--- config.mk ---
export PLATFORM = sky130hd
export DESIGN_NAME = game_controller_flat
export DESIGN_NICKNAME = d
export VERILOG_FILES = /design/src/rtl/game_controller_if.sv /design/src/rtl/game_controller.sv /design/src/flat_wrapper.sv
export SDC_FILE = /design/constraint.sdc
export NUM_CORES = 1
export LEC_CHECK = 0
export ABC_AREA = 0
export CORE_ASPECT_RATIO = 1.75
export CORE_MARGIN = 2
export CORE_UTILIZATION = 50
export DETAILED_ROUTE_END_ITERATION = 6
export GPL_TIMING_DRIVEN = 0
export PLACE_DENSITY = 0.77
export SLEW_MARGIN = 10
export SYNTH_ARGS = -nofsm -noshare
export SYNTH_HDL_FRONTEND = slang
export SYNTH_SLANG_ARGS = --single-unit
--- constraint.sdc ---
create_clock -name clk_50MHz -period 2.7 [get_ports clk_50MHz]
set_clock_uncertainty 0.2 [all_clocks]
set_input_delay 0.54 -clock clk_50MHz [delete_from_list [all_inputs] [get_ports clk_50MHz]]
set_output_delay 0.54 -clock clk_50MHz [all_outputs]
set_load 0.02 [all_outputs]
--- src/rtl/game_controller_if.sv ---
// Player/datapath signal bundle for game_controller.
// master = stimulus side (drives inputs), slave = the controller.
interface game_controller_if #(
    parameter int SCORE_W = 10
);
    logic               en;
    logic [1:0]         buttons;
    logic [1:0]         level_switch;
    logic               frame_tick;
    logic               paddle_hit;
    logic               ball_miss;
    logic [2:0]         state;
    logic               ball_reset;
    logic               ball_run;
    logic [2:0]         speed_h;
    logic [1:0]         speed_v;
    logic [1:0]         lives;
    logic [SCORE_W-1:0] score;
    logic [SCORE_W-1:0] high_score;

    modport master (
        output en, buttons, level_switch, frame_tick, paddle_hit, ball_miss,
        input  state, ball_reset, ball_run, speed_h, speed_v, lives, score, high_score
    );

    modport slave (
        input  en, buttons, level_switch, frame_tick, paddle_hit, ball_miss,
        output state, ball_reset, ball_run, speed_h, speed_v, lives, score, high_score
    );
endinterface

--- src/rtl/game_controller.sv ---
// Pong game-flow sequencer: serve/play/miss/game-over, lives, score, high score, ball speed.
// Define PAUSE_EN to add the two-button PAUSE state.
module game_controller #(
    parameter int LIVES         = 3,
    parameter int SCORE_W       = 10,
    parameter int SERVE_FRAMES  = 60,
    parameter int MISS_FRAMES   = 30,
    parameter int HITS_PER_STEP = 5
) (
    input  logic clk_50MHz,
    input  logic arst_n,
    game_controller_if.slave bus
);
    localparam logic [2:0] S_IDLE      = 3'd0;
    localparam logic [2:0] S_SERVE     = 3'd1;
    localparam logic [2:0] S_PLAY      = 3'd2;
    localparam logic [2:0] S_MISS      = 3'd3;
    localparam logic [2:0] S_GAME_OVER = 3'd4;
`ifdef PAUSE_EN
    localparam logic [2:0] S_PAUSE     = 3'd5;
`endif

    localparam int MAXF = (SERVE_FRAMES > MISS_FRAMES) ? SERVE_FRAMES : MISS_FRAMES;
    localparam int FW   = (MAXF > 2) ? $clog2(MAXF) : 1;
    localparam int HW   = (HITS_PER_STEP > 2) ? $clog2(HITS_PER_STEP) : 1;
    localparam logic [FW-1:0] SERVE_LAST = FW'(SERVE_FRAMES - 1);
    localparam logic [FW-1:0] MISS_LAST  = FW'(MISS_FRAMES - 1);
    localparam logic [HW-1:0] HIT_LAST   = HW'(HITS_PER_STEP - 1);

    logic [2:0]         state_q, state_d;
    logic [1:0]         level_q, level_d;
    logic [2:0]         step_q, step_d;
    logic [HW-1:0]      hit_cnt_q, hit_cnt_d;
    logic [FW-1:0]      frame_cnt_q, frame_cnt_d;
    logic [1:0]         btn_q;
    logic [1:0]         lives_q, lives_d;
    logic [SCORE_W-1:0] score_q, score_d;
    logic [SCORE_W-1:0] high_q, high_d;
    logic               ball_reset_q, ball_reset_d;
    logic               ball_run_q, ball_run_d;
    logic [2:0]         speed_h_q, speed_h_d;
    logic [1:0]         speed_v_q, speed_v_d;

    logic [1:0] rise;
    logic       press;
    assign rise  = bus.buttons & ~btn_q;
    assign press = |rise;

    always_comb begin
        state_d     = state_q;
        level_d     = level_q;
        step_d      = step_q;
        hit_cnt_d   = hit_cnt_q;
        frame_cnt_d = frame_cnt_q;
        lives_d     = lives_q;
        score_d     = score_q;
        high_d      = high_q;

        case (state_q)
            S_IDLE: begin
                if (press) begin
                    level_d     = bus.level_switch;
                    lives_d     = 2'(LIVES);
                    score_d     = '0;
                    step_d      = '0;
                    hit_cnt_d   = '0;
                    frame_cnt_d = '0;
                    state_d     = S_SERVE;
                end
            end
            S_SERVE: begin
                if (bus.frame_tick) begin
                    if (frame_cnt_q == SERVE_LAST) begin
                        frame_cnt_d = '0;
                        state_d     = S_PLAY;
                    end else begin
                        frame_cnt_d = frame_cnt_q + 1'b1;
                    end
                end
            end
            S_PLAY: begin
`ifdef PAUSE_EN
                if (&rise) state_d = S_PAUSE;
                else
`endif
                if (bus.ball_miss) begin
                    // Miss takes priority over a coincident hit.
                    lives_d     = lives_q - 2'd1;
                    frame_cnt_d = '0;
                    state_d     = S_MISS;
                end else if (bus.paddle_hit) begin
                    if (score_q != {SCORE_W{1'b1}}) score_d = score_q + 1'b1;
                    if (hit_cnt_q == HIT_LAST) begin
                        hit_cnt_d = '0;
                        if (step_q < 3'd4) step_d = step_q + 3'd1;
                    end else begin
                        hit_cnt_d = hit_cnt_q + 1'b1;
                    end
                end
            end
            S_MISS: begin
                if (bus.frame_tick) begin
                    if (frame_cnt_q == MISS_LAST) begin
                        frame_cnt_d = '0;
                        if (lives_q == 2'd0) begin
                            state_d = S_GAME_OVER;
                            if (score_q > high_q) high_d = score_q;
                        end else begin
                            state_d = S_SERVE;
                        end
                    end else begin
                        frame_cnt_d = frame_cnt_q + 1'b1;
                    end
                end
            end
            S_GAME_OVER: begin
                if (press) state_d = S_IDLE;
            end
`ifdef PAUSE_EN
            S_PAUSE: begin
                if (&rise) state_d = S_PLAY;
            end
`endif
            default: state_d = S_IDLE;
        endcase

        ball_reset_d = (state_d == S_IDLE) || (state_d == S_SERVE) || (state_d == S_GAME_OVER);
        ball_run_d   = (state_d == S_PLAY);

        // Speeds follow the next-state level/step so they land with the state change.
        case (level_d)
            2'b00:   begin speed_h_d = 3'd1; speed_v_d = 2'd1; end
            2'b01:   begin speed_h_d = 3'd3; speed_v_d = 2'd2; end
            2'b10:   begin speed_h_d = 3'd5; speed_v_d = 2'd3; end
            default: begin
                speed_h_d = step_d + 3'd1;
                case (step_d)
                    3'd0, 3'd1: speed_v_d = 2'd1;
                    3'd2, 3'd3: speed_v_d = 2'd2;
                    default:    speed_v_d = 2'd3;
                endcase
            end
        endcase
    end

    always_ff @(posedge clk_50MHz) begin
        if (!arst_n) begin
            state_q      <= S_IDLE;
            level_q      <= 2'b00;
            step_q       <= '0;
            hit_cnt_q    <= '0;
            frame_cnt_q  <= '0;
            btn_q        <= 2'b00;
            lives_q      <= 2'(LIVES);
            score_q      <= '0;
            high_q       <= '0;
            ball_reset_q <= 1'b1;
            ball_run_q   <= 1'b0;
            speed_h_q    <= 3'd1;
            speed_v_q    <= 2'd1;
        end else if (bus.en) begin
            state_q      <= state_d;
            level_q      <= level_d;
            step_q       <= step_d;
            hit_cnt_q    <= hit_cnt_d;
            frame_cnt_q  <= frame_cnt_d;
            btn_q        <= bus.buttons;
            lives_q      <= lives_d;
            score_q      <= score_d;
            high_q       <= high_d;
            ball_reset_q <= ball_reset_d;
            ball_run_q   <= ball_run_d;
            speed_h_q    <= speed_h_d;
            speed_v_q    <= speed_v_d;
        end
    end

    assign bus.state      = state_q;
    assign bus.ball_reset = ball_reset_q;
    assign bus.ball_run   = ball_run_q;
    assign bus.speed_h    = speed_h_q;
    assign bus.speed_v    = speed_v_q;
    assign bus.lives      = lives_q;
    assign bus.score      = score_q;
    assign bus.high_score = high_q;
endmodule

--- src/flat_wrapper.sv ---
// flat-port wrapper written by rule: the top's interface ports become plain ports
module game_controller_flat 
#(
    parameter int LIVES         = 3,
    parameter int SCORE_W       = 10,
    parameter int SERVE_FRAMES  = 60,
    parameter int MISS_FRAMES   = 30,
    parameter int HITS_PER_STEP = 5
)
  (clk_50MHz, arst_n, bus_en, bus_buttons, bus_level_switch, bus_frame_tick, bus_paddle_hit, bus_ball_miss, bus_state, bus_ball_reset, bus_ball_run, bus_speed_h, bus_speed_v, bus_lives, bus_score, bus_high_score);
  game_controller_if #(.SCORE_W(SCORE_W)) bus_i ();
  input  logic clk_50MHz;
  input  logic arst_n;
  input wire logic [$bits(bus_i.en)-1:0] bus_en;
  input wire logic [$bits(bus_i.buttons)-1:0] bus_buttons;
  input wire logic [$bits(bus_i.level_switch)-1:0] bus_level_switch;
  input wire logic [$bits(bus_i.frame_tick)-1:0] bus_frame_tick;
  input wire logic [$bits(bus_i.paddle_hit)-1:0] bus_paddle_hit;
  input wire logic [$bits(bus_i.ball_miss)-1:0] bus_ball_miss;
  output wire logic [$bits(bus_i.state)-1:0] bus_state;
  output wire logic [$bits(bus_i.ball_reset)-1:0] bus_ball_reset;
  output wire logic [$bits(bus_i.ball_run)-1:0] bus_ball_run;
  output wire logic [$bits(bus_i.speed_h)-1:0] bus_speed_h;
  output wire logic [$bits(bus_i.speed_v)-1:0] bus_speed_v;
  output wire logic [$bits(bus_i.lives)-1:0] bus_lives;
  output wire logic [$bits(bus_i.score)-1:0] bus_score;
  output wire logic [$bits(bus_i.high_score)-1:0] bus_high_score;
  assign bus_i.en = bus_en;
  assign bus_i.buttons = bus_buttons;
  assign bus_i.level_switch = bus_level_switch;
  assign bus_i.frame_tick = bus_frame_tick;
  assign bus_i.paddle_hit = bus_paddle_hit;
  assign bus_i.ball_miss = bus_ball_miss;
  assign bus_state = bus_i.state;
  assign bus_ball_reset = bus_i.ball_reset;
  assign bus_ball_run = bus_i.ball_run;
  assign bus_speed_h = bus_i.speed_h;
  assign bus_speed_v = bus_i.speed_v;
  assign bus_lives = bus_i.lives;
  assign bus_score = bus_i.score;
  assign bus_high_score = bus_i.high_score;
  game_controller #(.LIVES(LIVES), .SCORE_W(SCORE_W), .SERVE_FRAMES(SERVE_FRAMES), .MISS_FRAMES(MISS_FRAMES), .HITS_PER_STEP(HITS_PER_STEP)) u_core (.clk_50MHz(clk_50MHz), .arst_n(arst_n), .bus(bus_i));
endmodule
==> impl_results.md <==
* Outcome: completed
* Total power at 1.405 mW
* Area leader, netlist: dfxtp_1
* Yosys top cell area share at 0.3207
* Arrival time at the worst endpoint at 2.67 ns
* DRT iter0 DRCs at 159
* Number of enable flip-flop cells after synthesis at 0
* Setup TNS at 0 ns
* Worst-Skew Late Latency at 0.30 ns
* Element type at the critical path start: input pin
* Post-route ant nets at 0
* Cell area after synthesis at 0.002997 sq mm
* Share of cells above drive strength 1 at 0.09091
* First-pass GRT wire length at 12,900 um
* Fin. max-slew vios at 0
* Slew HR at 0.5738
* Setup violators final at 0
* Detailed placer's ending HPWL at 5760 um
* Maximum VDD drop at 0.2516 mV
* Synth top cells by count: 48 x dfxtp_1, 44 x nand2_1, 26 x inv_1
* Synthesized area per cell at 8.489 sq um
* Async SR Flop Fraction at 0
* Worst-path clk slew at 0.09 ns
* FF-to-FF End: u_core.bus.speed_h[2]
* CP cell instances: clkdlybuf4s50_1 > and4b_1 > and4_1 > a221oi_4 > nor2_1 > ha_1 > a21oi_1 > mux2i_1 > nor2b_1
* Gr ovfl total at 0
* # IOs at 42
* Worst-margin pin slew at 0.6294 ns
* Die area at 0.006653 sq mm
* Dominant synthesized flop cell: dfxtp_1
* CTS Buf Count at 5
* Kind of critical path: input pin to flip-flop
* Reg2reg setup slack at 0.14 ns
* CP Data Required Time at 2.75 ns
* # rows at 37
* Antenna violations before repair at 0
* Yosys cell types at 60
* Starting Density at 0.5137
* Final worst path period need at 2.619 ns
* Area Overhead vs Synth at 22.80%
* Hold Vio Cnt, Final at 0
* Vias in the first global route at 2,799
* H-tree lvl count at 2
* Die Ht at 106.4 um
* Final worst-path cycle share at 0.9699
* Die W at 62.52 um
* Syn nets at 386
* RD Place Congestion at 0.8691
* Pre-CTS WS at -0.8881 ns
* Power Density at 381.9 mW/mm^2
* Worst hold path class: flip-flop to flip-flop
* Synthesized instance count at 353
* CTS root buf: clkbuf_8
* Drt drc at 0
* CTS Sinks at 48
* Largest net degree at the start of global routing at 14
* Antenna diodes at 0
* Post-layout util at 0.6308
* WL per Instance at 16.00 um
* Vias at 2,819
* Vias/cell at 5.812
* DRT Pass-1 Iters at 4
* Ys Warns at 0
* Max incr delay on CP at 0.45 ns
* Total global-route track usage at 0.2418
* Peak Freq at 381.9 MHz
* Port bufs at 41
* Final WS setup at 0.08130 ns
* Count leader, synth: dfxtp_1
* Layout Nets at 440
* Pleak at 1.341 nW
* Reg2reg start: u_core.hit_cnt_q[0]
* Synthesized flop and latch total at 48
* CP startpoint: bus_paddle_hit
* CP max-delay cell: clkdlybuf4s50_1
* Drt total wl at 7761 um
* FF-to-FF path depth at 10
* Max FO, Critical Path at 6
* CTS tree: done
* Worst-case clock buffer depth at 2
* Crit path capture: u_core.bus.speed_h[2]
* Core area at 0.005833 sq mm
* Max cap viols at 0
* Crit. End Element: flip-flop
* Post-synthesis sequential area ratio at 0.3207
* Area contributors post-synth: dfxtp_1 32%, ha_1 9.6%, mux2i_1 6.7%
[layout by cell type, fill, tap and decap left out, drive strengths merged, types with 2 or more instances in the layout]
master,Yosys,routed
o31ai,7,7
o22ai,2,2
xnor2,3,3
a31oi,3,3
mux2i,20,20
o21a,3,3
nand2b,9,9
a21oi,17,17
nand3b,2,2
o2111ai,2,2
nor2b,10,10
ha,23,23
nand4,14,14
nand3,8,8
dfxtp,48,48
or4,5,5
and2,5,5
a221oi,3,3
buf,5,11
nor3,3,3
o211a,4,4
nor2,17,17
a21boi,9,9
clkinv,1,2
nor4,8,8
a21o,2,2
nand2,45,45
inv,28,28
o21ai,14,14
nor4b,2,2
or3,3,3
clkdlybuf4s50,0,38
clkbuf,10,16
dlygate4sd2,0,3
o311ai,2,2
[flip-flops by register name, indices dropped and copies added, names as in the netlist]
name	count
u_core.bus.high_score	10
u_core.bus.score	10
u_core.frame_cnt_q	6
u_core.bus.speed_h	3
u_core.bus.state	3
u_core.hit_cnt_q	3
u_core.step_q	3
u_core.btn_q	2
u_core.bus.lives	2
u_core.bus.speed_v	2
u_core.level_q	2
u_core.bus.ball_reset	1
u_core.bus.ball_run	1
[per-stage QoR]
stage / cell area [sq um] / hold slack, ns / instances
floorplan: 2997 / 0.2475 / 353
global placement: 3505 / 0.2584 / 472
detailed placement: 3505 / 0.2688 / 472
CTS: 3649 / 0.2810 / 482
global route: 3680 / 0.3136 / 485
finish: 3680 / 0.2776 / 485
[critical path: cells and delay by family]
kind | cells | cell delay (ns)
mux | 1 | 0.12
compound gates | 2 | 0.53
buf+inv | 1 | 0.45
fa+ha+maj | 1 | 0.29
simple gates | 4 | 0.74
[cell families (layout without fill, tap and decap cells)]
group,count (synthesis),after routing,synth area share
adder cells (fa/ha/maj),23,23,0.09603
flip-flops,48,48,0.3207
buffers and inverters,44,98,0.06096
AND/OR/NAND/NOR,138,138,0.2564
multiplexers,20,20,0.06681
AO/OA/AOI/OAI,77,77,0.1904
XOR/XNOR,3,3,0.008770
[what timing repair did]
| item | in CTS | in global routing |
|---|---|---|
| gates cloned | 0 | 0 |
| setup endpoints to repair | 5 | 3 |
| pin swaps | 2 | 1 |
| hold buffers | 0 | 0 |
| resized for setup | 11 | 2 |
| setup buffers | 3 | 3 |
[where the power goes]
part | total (mW) | switching (mW) | internal (mW) | leakage, nW
Combinational | 0.249 | 0.142 | 0.107 | 0.911
Sequential | 0.740 | 0.0166 | 0.723 | 0.389
Clock | 0.417 | 0.240 | 0.177 | 0.0410
Total | 1.41 | 0.399 | 1.01 | 1.34
[layer usage]
layer  up-vias  GRT usage  part of all wire
met5         -          0                 0
met1      1335     0.2455              0.37
met2        81     0.4754              0.55
met3        23    0.02857             0.040
met4         0     0.1159             0.034
li1       1380          -                 -
[worst min path at each step]
stage	startpoint	to	cells after the start
finish	u_core.bus.ball_run	u_core.bus.ball_run	2
global route	u_core.bus.high_score[0]	u_core.bus.high_score[0]	2
CTS	u_core.bus.ball_run	u_core.bus.ball_run	2
detailed placement	u_core.bus.high_score[6]	u_core.bus.high_score[6]	2
global placement	u_core.bus.high_score[6]	u_core.bus.high_score[6]	2
floorplan	u_core.hit_cnt_q[1]	u_core.hit_cnt_q[1]	2
[cell type report]
type | instances | area [sq um]
plain buffers | 15 | 73.82
clock buffers | 6 | 72.57
clock inverters | 1 | 5.005
fillers | 561 | 2153
inverters | 29 | 108.9
multi-input cells | 261 | 1909
flip-flops and latches | 48 | 960.9
well taps | 78 | 97.59
repair buffers | 47 | 451.7
Power figures use the tool's default switching activity.
